### src/rtl/pipeline_control_unit_pkg.sv
// ---------------------------------------------------------------------------
// pcu_pkg : shared definitions for the pipeline control unit.
//   - pcu_state_e      : FSM state encodings (0..7; 8..15 are illegal)
//   - PC_SEL_*         : one-hot program-counter load selects
//   - CALL_LOW_DEFAULT : low bits of the injected interrupt call word
//   - CNT_W            : drain counter width (RET_DRAIN up to 15)
//   - pc_sel_for_state : Moore PC load select for a given state
// ---------------------------------------------------------------------------
package pcu_pkg;

    typedef enum logic [3:0] {
        S_NORMAL   = 4'd0,
        S_HALT     = 4'd1,
        S_IRQ      = 4'd2,
        S_STALL_F  = 4'd3,
        S_STALL_D  = 4'd4,
        S_RET      = 4'd5,
        S_RET_LOAD = 4'd6,
        S_BRANCH   = 4'd7
    } pcu_state_e;

    localparam logic [3:0] PC_SEL_BRANCH = 4'b0001;
    localparam logic [3:0] PC_SEL_INC    = 4'b0010;
    localparam logic [3:0] PC_SEL_INT    = 4'b0100;
    localparam logic [3:0] PC_SEL_RET    = 4'b1000;

    localparam logic [17:0] CALL_LOW_DEFAULT = 18'h00042;

    localparam int CNT_W = 4;

    // Every state not explicitly redirecting the PC keeps incrementing it.
    function automatic logic [3:0] pc_sel_for_state(input pcu_state_e st);
        logic [3:0] sel;
        case (st)
            S_IRQ:      sel = PC_SEL_INT;
            S_RET_LOAD: sel = PC_SEL_RET;
            S_BRANCH:   sel = PC_SEL_BRANCH;
            default:    sel = PC_SEL_INC;
        endcase
        return sel;
    endfunction

endpackage

### src/rtl/pipeline_control_unit_if.sv
// ---------------------------------------------------------------------------
// pipeline_control_unit_if : decode requests in, pipeline control out.
//   master : the decode/execute side driving requests and observing controls
//   slave  : the control unit itself
// Requests : ret, reti, halt, fetch_stl_req, dec_stl_req, take_branch_target,
//            irq_req, irq_mask, int_vector_base
// Controls : stall_fetch, stall_decode, prog_cntr_load_sel, inst_word_sel,
//            new_inst_word, prog_cntr_int_addr, irq_ack, int_active,
//            control_state
// ---------------------------------------------------------------------------
interface pipeline_control_unit_if #(
    parameter int ADDR_W  = 14,
    parameter int INST_W  = 32,
    parameter int NUM_IRQ = 4
);
    logic                ret;
    logic                reti;
    logic                halt;
    logic                fetch_stl_req;
    logic                dec_stl_req;
    logic                take_branch_target;
    logic [NUM_IRQ-1:0]  irq_req;
    logic [NUM_IRQ-1:0]  irq_mask;
    logic [ADDR_W-1:0]   int_vector_base;

    logic                stall_fetch;
    logic                stall_decode;
    logic [3:0]          prog_cntr_load_sel;
    logic                inst_word_sel;
    logic [INST_W-1:0]   new_inst_word;
    logic [ADDR_W-1:0]   prog_cntr_int_addr;
    logic [NUM_IRQ-1:0]  irq_ack;
    logic                int_active;
    logic [3:0]          control_state;

    modport master (
        output ret, reti, halt, fetch_stl_req, dec_stl_req, take_branch_target,
               irq_req, irq_mask, int_vector_base,
        input  stall_fetch, stall_decode, prog_cntr_load_sel, inst_word_sel,
               new_inst_word, prog_cntr_int_addr, irq_ack, int_active,
               control_state
    );

    modport slave (
        input  ret, reti, halt, fetch_stl_req, dec_stl_req, take_branch_target,
               irq_req, irq_mask, int_vector_base,
        output stall_fetch, stall_decode, prog_cntr_load_sel, inst_word_sel,
               new_inst_word, prog_cntr_int_addr, irq_ack, int_active,
               control_state
    );
endinterface

### src/rtl/pipeline_control_unit_irq_priority_encoder.sv
// ---------------------------------------------------------------------------
// irq_priority_encoder : picks the lowest-index pending interrupt channel.
//   pending_i : pending (requested, enabled, not blocked) channels
//   valid_o   : at least one channel pending
//   index_o   : winning channel (0 when nothing pending)
// ---------------------------------------------------------------------------
module irq_priority_encoder #(
    parameter  int NUM_IRQ = 4,
    localparam int IDX_W   = (NUM_IRQ > 1) ? $clog2(NUM_IRQ) : 1
) (
    input  logic [NUM_IRQ-1:0] pending_i,
    output logic               valid_o,
    output logic [IDX_W-1:0]   index_o
);

    // Scan from the top down so the lowest pending index is the last write.
    always_comb begin
        valid_o = |pending_i;
        index_o = '0;
        for (int i = NUM_IRQ - 1; i >= 0; i--) begin
            index_o = pending_i[i] ? IDX_W'(i) : index_o;
        end
    end

endmodule

### src/rtl/pipeline_control_unit.sv
// ---------------------------------------------------------------------------
// pipeline_control_unit : pipeline hazard/control FSM with vectored,
// prioritised, maskable interrupts (no nesting while an ISR is active).
//   clock  : core clock, all state updates on the falling edge
//   nreset : synchronous active-low reset
//   ctl    : request/control bundle (slave side), see the interface file
// All outputs are registered Moore values derived from the next state and
// the next latched channel, so they change only on the state-update edge.
// ---------------------------------------------------------------------------
import pcu_pkg::*;

module pipeline_control_unit #(
    parameter int                        ADDR_W     = 14,
    parameter int                        INST_W     = 32,
    parameter int                        NUM_IRQ    = 4,
    parameter int                        VEC_STRIDE = 4,
    parameter int                        RET_DRAIN  = 2,
    parameter logic [INST_W-ADDR_W-1:0]  CALL_LOW   = CALL_LOW_DEFAULT
) (
    input logic                    clock,
    input logic                    nreset,
    pipeline_control_unit_if.slave ctl
);

    localparam int CH_W = (NUM_IRQ > 1) ? $clog2(NUM_IRQ) : 1;

    // FSM and bookkeeping state
    pcu_state_e           state_q,  state_d;
    logic [CNT_W-1:0]     cnt_q,    cnt_d;
    logic [CH_W-1:0]      ch_q,     ch_d;
    logic                 active_q, active_d;
    logic                 reti_q,   reti_d;     // current return is a reti

    // Registered outputs
    logic                 stall_fetch_q,  stall_fetch_d;
    logic                 stall_decode_q, stall_decode_d;
    logic [3:0]           pc_sel_q,       pc_sel_d;
    logic                 iws_q,          iws_d;
    logic [INST_W-1:0]    word_q,         word_d;
    logic [ADDR_W-1:0]    int_addr_q,     int_addr_d;
    logic [NUM_IRQ-1:0]   ack_q,          ack_d;

    logic [NUM_IRQ-1:0]   pending_s;
    logic                 irq_valid_s;
    logic [CH_W-1:0]      irq_idx_s;
    logic [ADDR_W-1:0]    vector_s;

    // An active ISR blocks every channel so interrupts never nest.
    assign pending_s = ctl.irq_req & ctl.irq_mask & {NUM_IRQ{~active_q}};

    irq_priority_encoder #(.NUM_IRQ(NUM_IRQ)) u_prio (
        .pending_i (pending_s),
        .valid_o   (irq_valid_s),
        .index_o   (irq_idx_s)
    );

    // Next-state, drain counter, channel latch and ISR-active tracking.
    always_comb begin
        state_d  = state_q;
        cnt_d    = cnt_q;
        ch_d     = ch_q;
        active_d = active_q;
        reti_d   = reti_q;
        case (state_q)
            S_NORMAL: begin
                if (ctl.ret || ctl.reti) begin
                    // reti dominates when both are decoded together
                    state_d = S_RET;
                    cnt_d   = CNT_W'(RET_DRAIN - 1);
                    reti_d  = ctl.reti;
                end else if (ctl.halt) begin
                    state_d = S_HALT;
                end else if (ctl.take_branch_target) begin
                    state_d = S_BRANCH;
                end else if (ctl.fetch_stl_req) begin
                    state_d = S_STALL_F;
                end else if (ctl.dec_stl_req) begin
                    state_d = S_STALL_D;
                end else if (irq_valid_s) begin
                    state_d = S_IRQ;
                    ch_d    = irq_idx_s;
                end else begin
                    state_d = S_NORMAL;
                end
            end
            S_HALT: begin
                if (irq_valid_s) begin
                    state_d = S_IRQ;
                    ch_d    = irq_idx_s;
                end else begin
                    state_d = S_HALT;
                end
            end
            S_IRQ: begin
                state_d  = S_NORMAL;
                active_d = 1'b1;
            end
            S_STALL_F: begin
                if (irq_valid_s) begin
                    state_d = S_IRQ;
                    ch_d    = irq_idx_s;
                end else begin
                    state_d = S_NORMAL;
                end
            end
            S_STALL_D: begin
                if (ctl.dec_stl_req) begin
                    state_d = S_STALL_D;
                end else if (irq_valid_s) begin
                    state_d = S_IRQ;
                    ch_d    = irq_idx_s;
                end else begin
                    state_d = S_NORMAL;
                end
            end
            S_RET: begin
                // every other request is ignored while draining
                if (cnt_q == CNT_W'(0)) begin
                    state_d = S_RET_LOAD;
                end else begin
                    cnt_d = cnt_q - CNT_W'(1);
                end
            end
            S_RET_LOAD: begin
                state_d = S_NORMAL;
                if (reti_q) begin
                    active_d = 1'b0;
                end else begin
                    active_d = active_q;
                end
            end
            S_BRANCH: begin
                state_d = S_NORMAL;
            end
            default: begin
                state_d = S_NORMAL;
            end
        endcase
    end

    // Vector address wraps within ADDR_W by construction of the widths.
    assign vector_s = ctl.int_vector_base + (ADDR_W'(ch_d) * ADDR_W'(VEC_STRIDE));

    // Moore output values for the state being entered.
    always_comb begin
        stall_fetch_d  = 1'b0;
        stall_decode_d = 1'b0;
        pc_sel_d       = pc_sel_for_state(state_d);
        iws_d          = 1'b0;
        word_d         = '0;
        int_addr_d     = '0;
        ack_d          = '0;
        case (state_d)
            S_HALT, S_STALL_F, S_RET: begin
                stall_fetch_d = 1'b1;
                iws_d         = 1'b1;
            end
            S_STALL_D: begin
                stall_fetch_d  = 1'b1;
                stall_decode_d = 1'b1;
                iws_d          = 1'b1;
            end
            S_IRQ: begin
                iws_d       = 1'b1;
                word_d      = {vector_s, CALL_LOW};
                int_addr_d  = vector_s;
                ack_d[ch_d] = 1'b1;
            end
            S_RET_LOAD, S_BRANCH: begin
                iws_d = 1'b1;
            end
            default: begin
                iws_d = 1'b0;
            end
        endcase
    end

    // State and output registers, synchronous reset on the falling edge.
    always_ff @(negedge clock) begin
        if (!nreset) begin
            state_q        <= S_NORMAL;
            cnt_q          <= '0;
            ch_q           <= '0;
            active_q       <= 1'b0;
            reti_q         <= 1'b0;
            stall_fetch_q  <= 1'b0;
            stall_decode_q <= 1'b0;
            pc_sel_q       <= PC_SEL_INC;
            iws_q          <= 1'b0;
            word_q         <= '0;
            int_addr_q     <= '0;
            ack_q          <= '0;
        end else begin
            state_q        <= state_d;
            cnt_q          <= cnt_d;
            ch_q           <= ch_d;
            active_q       <= active_d;
            reti_q         <= reti_d;
            stall_fetch_q  <= stall_fetch_d;
            stall_decode_q <= stall_decode_d;
            pc_sel_q       <= pc_sel_d;
            iws_q          <= iws_d;
            word_q         <= word_d;
            int_addr_q     <= int_addr_d;
            ack_q          <= ack_d;
        end
    end

    assign ctl.stall_fetch        = stall_fetch_q;
    assign ctl.stall_decode       = stall_decode_q;
    assign ctl.prog_cntr_load_sel = pc_sel_q;
    assign ctl.inst_word_sel      = iws_q;
    assign ctl.new_inst_word      = word_q;
    assign ctl.prog_cntr_int_addr = int_addr_q;
    assign ctl.irq_ack            = ack_q;
    assign ctl.int_active         = active_q;
    assign ctl.control_state      = state_q;

endmodule

### src/flat_wrapper.sv
// flat-port wrapper written by rule: the top's interface ports become plain ports
module pipeline_control_unit_flat 
#(
    parameter int                        ADDR_W     = 14,
    parameter int                        INST_W     = 32,
    parameter int                        NUM_IRQ    = 4,
    parameter int                        VEC_STRIDE = 4,
    parameter int                        RET_DRAIN  = 2,
    parameter logic [INST_W-ADDR_W-1:0]  CALL_LOW   = CALL_LOW_DEFAULT
)
  (clock, nreset, ctl_ret, ctl_reti, ctl_halt, ctl_fetch_stl_req, ctl_dec_stl_req, ctl_take_branch_target, ctl_irq_req, ctl_irq_mask, ctl_int_vector_base, ctl_stall_fetch, ctl_stall_decode, ctl_prog_cntr_load_sel, ctl_inst_word_sel, ctl_new_inst_word, ctl_prog_cntr_int_addr, ctl_irq_ack, ctl_int_active, ctl_control_state);
  pipeline_control_unit_if #(.ADDR_W(ADDR_W), .INST_W(INST_W), .NUM_IRQ(NUM_IRQ)) ctl_i ();
  input logic clock;
  input logic nreset;
  input wire logic [$bits(ctl_i.ret)-1:0] ctl_ret;
  input wire logic [$bits(ctl_i.reti)-1:0] ctl_reti;
  input wire logic [$bits(ctl_i.halt)-1:0] ctl_halt;
  input wire logic [$bits(ctl_i.fetch_stl_req)-1:0] ctl_fetch_stl_req;
  input wire logic [$bits(ctl_i.dec_stl_req)-1:0] ctl_dec_stl_req;
  input wire logic [$bits(ctl_i.take_branch_target)-1:0] ctl_take_branch_target;
  input wire logic [$bits(ctl_i.irq_req)-1:0] ctl_irq_req;
  input wire logic [$bits(ctl_i.irq_mask)-1:0] ctl_irq_mask;
  input wire logic [$bits(ctl_i.int_vector_base)-1:0] ctl_int_vector_base;
  output wire logic [$bits(ctl_i.stall_fetch)-1:0] ctl_stall_fetch;
  output wire logic [$bits(ctl_i.stall_decode)-1:0] ctl_stall_decode;
  output wire logic [$bits(ctl_i.prog_cntr_load_sel)-1:0] ctl_prog_cntr_load_sel;
  output wire logic [$bits(ctl_i.inst_word_sel)-1:0] ctl_inst_word_sel;
  output wire logic [$bits(ctl_i.new_inst_word)-1:0] ctl_new_inst_word;
  output wire logic [$bits(ctl_i.prog_cntr_int_addr)-1:0] ctl_prog_cntr_int_addr;
  output wire logic [$bits(ctl_i.irq_ack)-1:0] ctl_irq_ack;
  output wire logic [$bits(ctl_i.int_active)-1:0] ctl_int_active;
  output wire logic [$bits(ctl_i.control_state)-1:0] ctl_control_state;
  assign ctl_i.ret = ctl_ret;
  assign ctl_i.reti = ctl_reti;
  assign ctl_i.halt = ctl_halt;
  assign ctl_i.fetch_stl_req = ctl_fetch_stl_req;
  assign ctl_i.dec_stl_req = ctl_dec_stl_req;
  assign ctl_i.take_branch_target = ctl_take_branch_target;
  assign ctl_i.irq_req = ctl_irq_req;
  assign ctl_i.irq_mask = ctl_irq_mask;
  assign ctl_i.int_vector_base = ctl_int_vector_base;
  assign ctl_stall_fetch = ctl_i.stall_fetch;
  assign ctl_stall_decode = ctl_i.stall_decode;
  assign ctl_prog_cntr_load_sel = ctl_i.prog_cntr_load_sel;
  assign ctl_inst_word_sel = ctl_i.inst_word_sel;
  assign ctl_new_inst_word = ctl_i.new_inst_word;
  assign ctl_prog_cntr_int_addr = ctl_i.prog_cntr_int_addr;
  assign ctl_irq_ack = ctl_i.irq_ack;
  assign ctl_int_active = ctl_i.int_active;
  assign ctl_control_state = ctl_i.control_state;
  pipeline_control_unit #(.ADDR_W(ADDR_W), .INST_W(INST_W), .NUM_IRQ(NUM_IRQ), .VEC_STRIDE(VEC_STRIDE), .RET_DRAIN(RET_DRAIN), .CALL_LOW(CALL_LOW)) u_core (.clock(clock), .nreset(nreset), .ctl(ctl_i));
endmodule
### config.mk
export PLATFORM = sky130hd
export DESIGN_NAME = pipeline_control_unit_flat
export DESIGN_NICKNAME = d
export VERILOG_FILES = /design/src/rtl/pipeline_control_unit_pkg.sv /design/src/rtl/pipeline_control_unit_if.sv /design/src/rtl/pipeline_control_unit_irq_priority_encoder.sv /design/src/rtl/pipeline_control_unit.sv /design/src/flat_wrapper.sv
export SDC_FILE = /design/constraint.sdc
export NUM_CORES = 1
export LEC_CHECK = 0
export BUFFER_PORTS_ARGS = -buffer_cell sky130_fd_sc_hd__buf_2
export CAP_MARGIN = 20
export CORE_MARGIN = 3
export CORE_UTILIZATION = 35
export DETAILED_ROUTE_END_ITERATION = 16
export PLACE_DENSITY = 0.7
export SLEW_MARGIN = 20
export SYNTH_ARGS = -nofsm -noshare
export SYNTH_HDL_FRONTEND = slang
export SYNTH_SLANG_ARGS = --single-unit
### constraint.sdc
create_clock -name clock -period 8.39 [get_ports clock]
set_clock_uncertainty 0.15 [all_clocks]
set_input_delay 0 -clock clock [delete_from_list [all_inputs] [get_ports clock]]
set_output_delay 0 -clock clock [all_outputs]
set_load 0.005 [all_outputs]
==> key figures <==
Setup path
  – Setup crit start kind: input pin
  – Slowest stage delay, CP: 0.42 ns
  – Setup Crit Path Kind: input pin to register
  – Worst path top cell family by delay: simple AND/OR/NAND/NOR gates
  – Buf/Inv on CP: 2
  – Worst EP arrival: 2.63 ns
  – CP max FO: 6
  – Most used cell, CP: nor3_1
  – Worst-path cell chain: buf_2, nor3_1, a211o_1, and3_1, a32o_1, ha_1, inv_1, fa_1, nor2b_1, nand2_1, nor2_1, xnor2_1, nor3_1
  – Flop-to-flop setup slack: 5.30 ns
  – Crit end category: register
  – Critical-path top delay cell: nor2b_1
  – Critical path data required time: 4.23 ns

Clocking
  – Clk slew on worst S/H paths: 0.03 ns
  – H-tree depth: 2
  – CTS max path bufs: 2
  – Post-CTS Resized: 0
  – CTS sink count: 38
  – CTS tree: done
  – CTS Hold Bufs: 0
  – Postcts setup bufs: 0
  – Clock Latency Late Sink: 0.36 ns
  – CTS Root Cell: clkbuf_8
  – CTS Buf Count: 5

Drt
  – Initial drt markers: 61
  – Final antenna-violating net count: 0
  – Total routed wirelength: 4370 microns
  – Drt pass-1 iters: 4
  – DRC viols: 0
  – Number of vias per cell: 4.52
  – Routed WL per cell: 11.1 microns
  – Via Count: between 1500 and 2000

STA
  – Count of final setup violators: 0
  – Hold Vio Cnt, Final: 0
  – Smallest hold slack: 0.369 ns
  – Actual slew at the worst max-slew pin: 1.02 ns
  – RSZ-0062 raised after global routing: false
  – Final slew viol count: 0
  – Max-slew headroom: 0.318
  – Setup Total Neg Slack: 0 ns

Layout
  – Final core utilization: 0.468
  – Final Cell Area: between 2000 and 2500 sq um
  – Commonest non-fill, non-tap cell in the layout: buf_2
  – N_diodes: 0
  – Layout cells sized above 1: 0.283
  – Post-route insts no fill: 392
  – Fin nets: between 300 and 400
  – Most frequent cells in the layout: 75 x buf_2, 51 x inv_1, 38 x dfxtp_1
  – P&R area growth vs syn: 24.4%

Placement
  – Placed inst area: 2230 sq um
  – Placed cell count: roughly 350
  – RePlAce Congestion: 0.807
  – Hpwl dp: 3210 microns
  – Input/output buffers: 75

Synth
  – Flop and latch count out of synthesis: 38
  – Async set-reset flop share out of synthesis: 0
  – Post-synth EDFFs: 0
  – Mux contribution to synthesized area: 0.00564
  – Combinational family with the most area after synthesis: simple AND/OR/NAND/NOR gates
  – Post-Syn Area: 2000 sq um
  – XOR/XNOR Fraction of Synth Area: 0.0482
  – Post-Synthesis Cells: 224
  – Register area share after synthesis: 0.381
  – Cell variety after synth: 46
  – Post-synth top flop: dfxtp_1
  – Syn avg cell area: 8.91 sq um
  – Post-Synth Simple-Gate Area: 0.256
  – Synthesized-area fraction occupied by adder cells: 0.0351
  – Yosys synthesis warning count: 0
  – Compound-gate portion of the synthesized area: 0.102

Floorplanning
  – Overall die width: 81.5 microns
  – Initial core utilization: 0.377
  – Die Area: 6650 sq um
  – I/O Pins: 92
  – Row cnt: 26
  – Die Height: 81.5 microns
  – Core area: 5300 sq um

Pwr
  – Leakage: 1.34 nW
  – Worst IR Drop VDD: 0.0000990 V
  – Power density cells: 194 nW/um^2

Run status
  – Outcome: finished, final reports clean

GRT
  – Largest net degree at the start of global routing: 24
  – Initial antenna violation count: 0
  – Grt total ovfl: 0
  – Total GRT Usage: 0.131
  – Vias in the first global route: 1593
  – First-pass GRT wire length: approximately 6800 microns

Min path
  – Worst hold path type: register to register

Flow run
  – Number of max-cap violations: 0
-- cells by family (layout without fill, tap and decap cells) --
group / Yosys count / count (layout)
buf+inv: 52 / 134
other cells: 1 / 17
compound gates: 26 / 26
fa+ha+maj: 5 / 5
xor+xnor: 11 / 11
mux: 1 / 1
simple gates: 90 / 90
flops: 38 / 38
-- path summary, 6_finish.rpt --
path                                                   from                           end  cells past startpoint
worst max-delay path                               ctl_reti  u_core.ctl.new_inst_word[30]                     13
worst min-delay path                        u_core.cnt_q[3]               u_core.cnt_q[3]                      2
worst max register to register  u_core.ctl.control_state[0]  u_core.ctl.new_inst_word[30]                     11
worst min register to register              u_core.cnt_q[3]               u_core.cnt_q[3]                      2
-- Yosys cell counts (2+ instances only) --
library cell / n / share of area
a211o_1: 3 / 0.013
a21o_1: 3 / 0.011
a21oi_1: 3 / 0.0075
a22oi_1: 4 / 0.015
a31oi_1: 2 / 0.0063
a32o_1: 2 / 0.010
and2_1: 4 / 0.013
buf_2: 2 / 0.0050
buf_4: 32 / 0.12
buf_6: 3 / 0.017
dfxtp_1: 38 / 0.38
ha_1: 4 / 0.025
inv_1: 14 / 0.026
nand2_1: 17 / 0.032
nand3_1: 6 / 0.015
nand4_1: 2 / 0.0063
nor2_1: 14 / 0.026
nor2b_1: 7 / 0.022
nor3_1: 19 / 0.048
nor3b_1: 4 / 0.015
nor4_1: 2 / 0.0063
nor4_4: 2 / 0.021
nor4b_1: 2 / 0.0088
o21ai_0: 2 / 0.0050
or2_2: 2 / 0.0063
or4_1: 2 / 0.0075
xnor2_1: 3 / 0.013
xor2_1: 8 / 0.035
-- final cells by class --
class,count,area (sq um)
clock inverter,41,186
inverter,13,48.8
sequential,38,761
fill,548,2820
tap,70,87.6
clock buffer,5,68.8
multi-input combinational,150,956
timing repair buffer,75,375
-- flip-flops by register name, indices dropped and copies added (netlist names) --
name	flops
u_core.ch_q	2
u_core.cnt_q	4
u_core.ctl.control_state	4
u_core.ctl.inst_word_sel	1
u_core.ctl.int_active	1
u_core.ctl.irq_ack	4
u_core.ctl.new_inst_word	15
u_core.ctl.prog_cntr_load_sel	4
u_core.ctl.stall_decode	1
u_core.ctl.stall_fetch	1
u_core.reti_q	1
-- stage by stage --
step / setup slack (ns) / power [mW]
after detailed placement: 1.27 / 0.291
after global placement: 1.37 / 0.290
after CTS: 1.62 / 0.495
final: 1.61 / 0.482
after global routing: 1.41 / 0.526
after floorplan: 1.77 / 0.277
-- report_power, final --
part	switching, mW	total (mW)	internal, mW
clock network	0.110	0.222	0.112
logic	0.0382	0.0654	0.0272
registers	0.00600	0.195	0.189
total	0.154	0.482	0.329
-- worst min-delay path, delay by kind of cell (launching register included) --
family,cells,cell delay [ns]
flops,1,0.33
simple gates,1,0.07
xor+xnor,1,0.07
-- per-layer routing --
| metal | track usage | part of all wire |
|---|---|---|
| met1 | 0.155 | 0.42 |
| met2 | 0.189 | 0.47 |
| met3 | 0.0559 | 0.083 |
| met4 | 0.0895 | 0.019 |
| met5 | 0 | 0 |
Power figures use the tool's default switching activity.
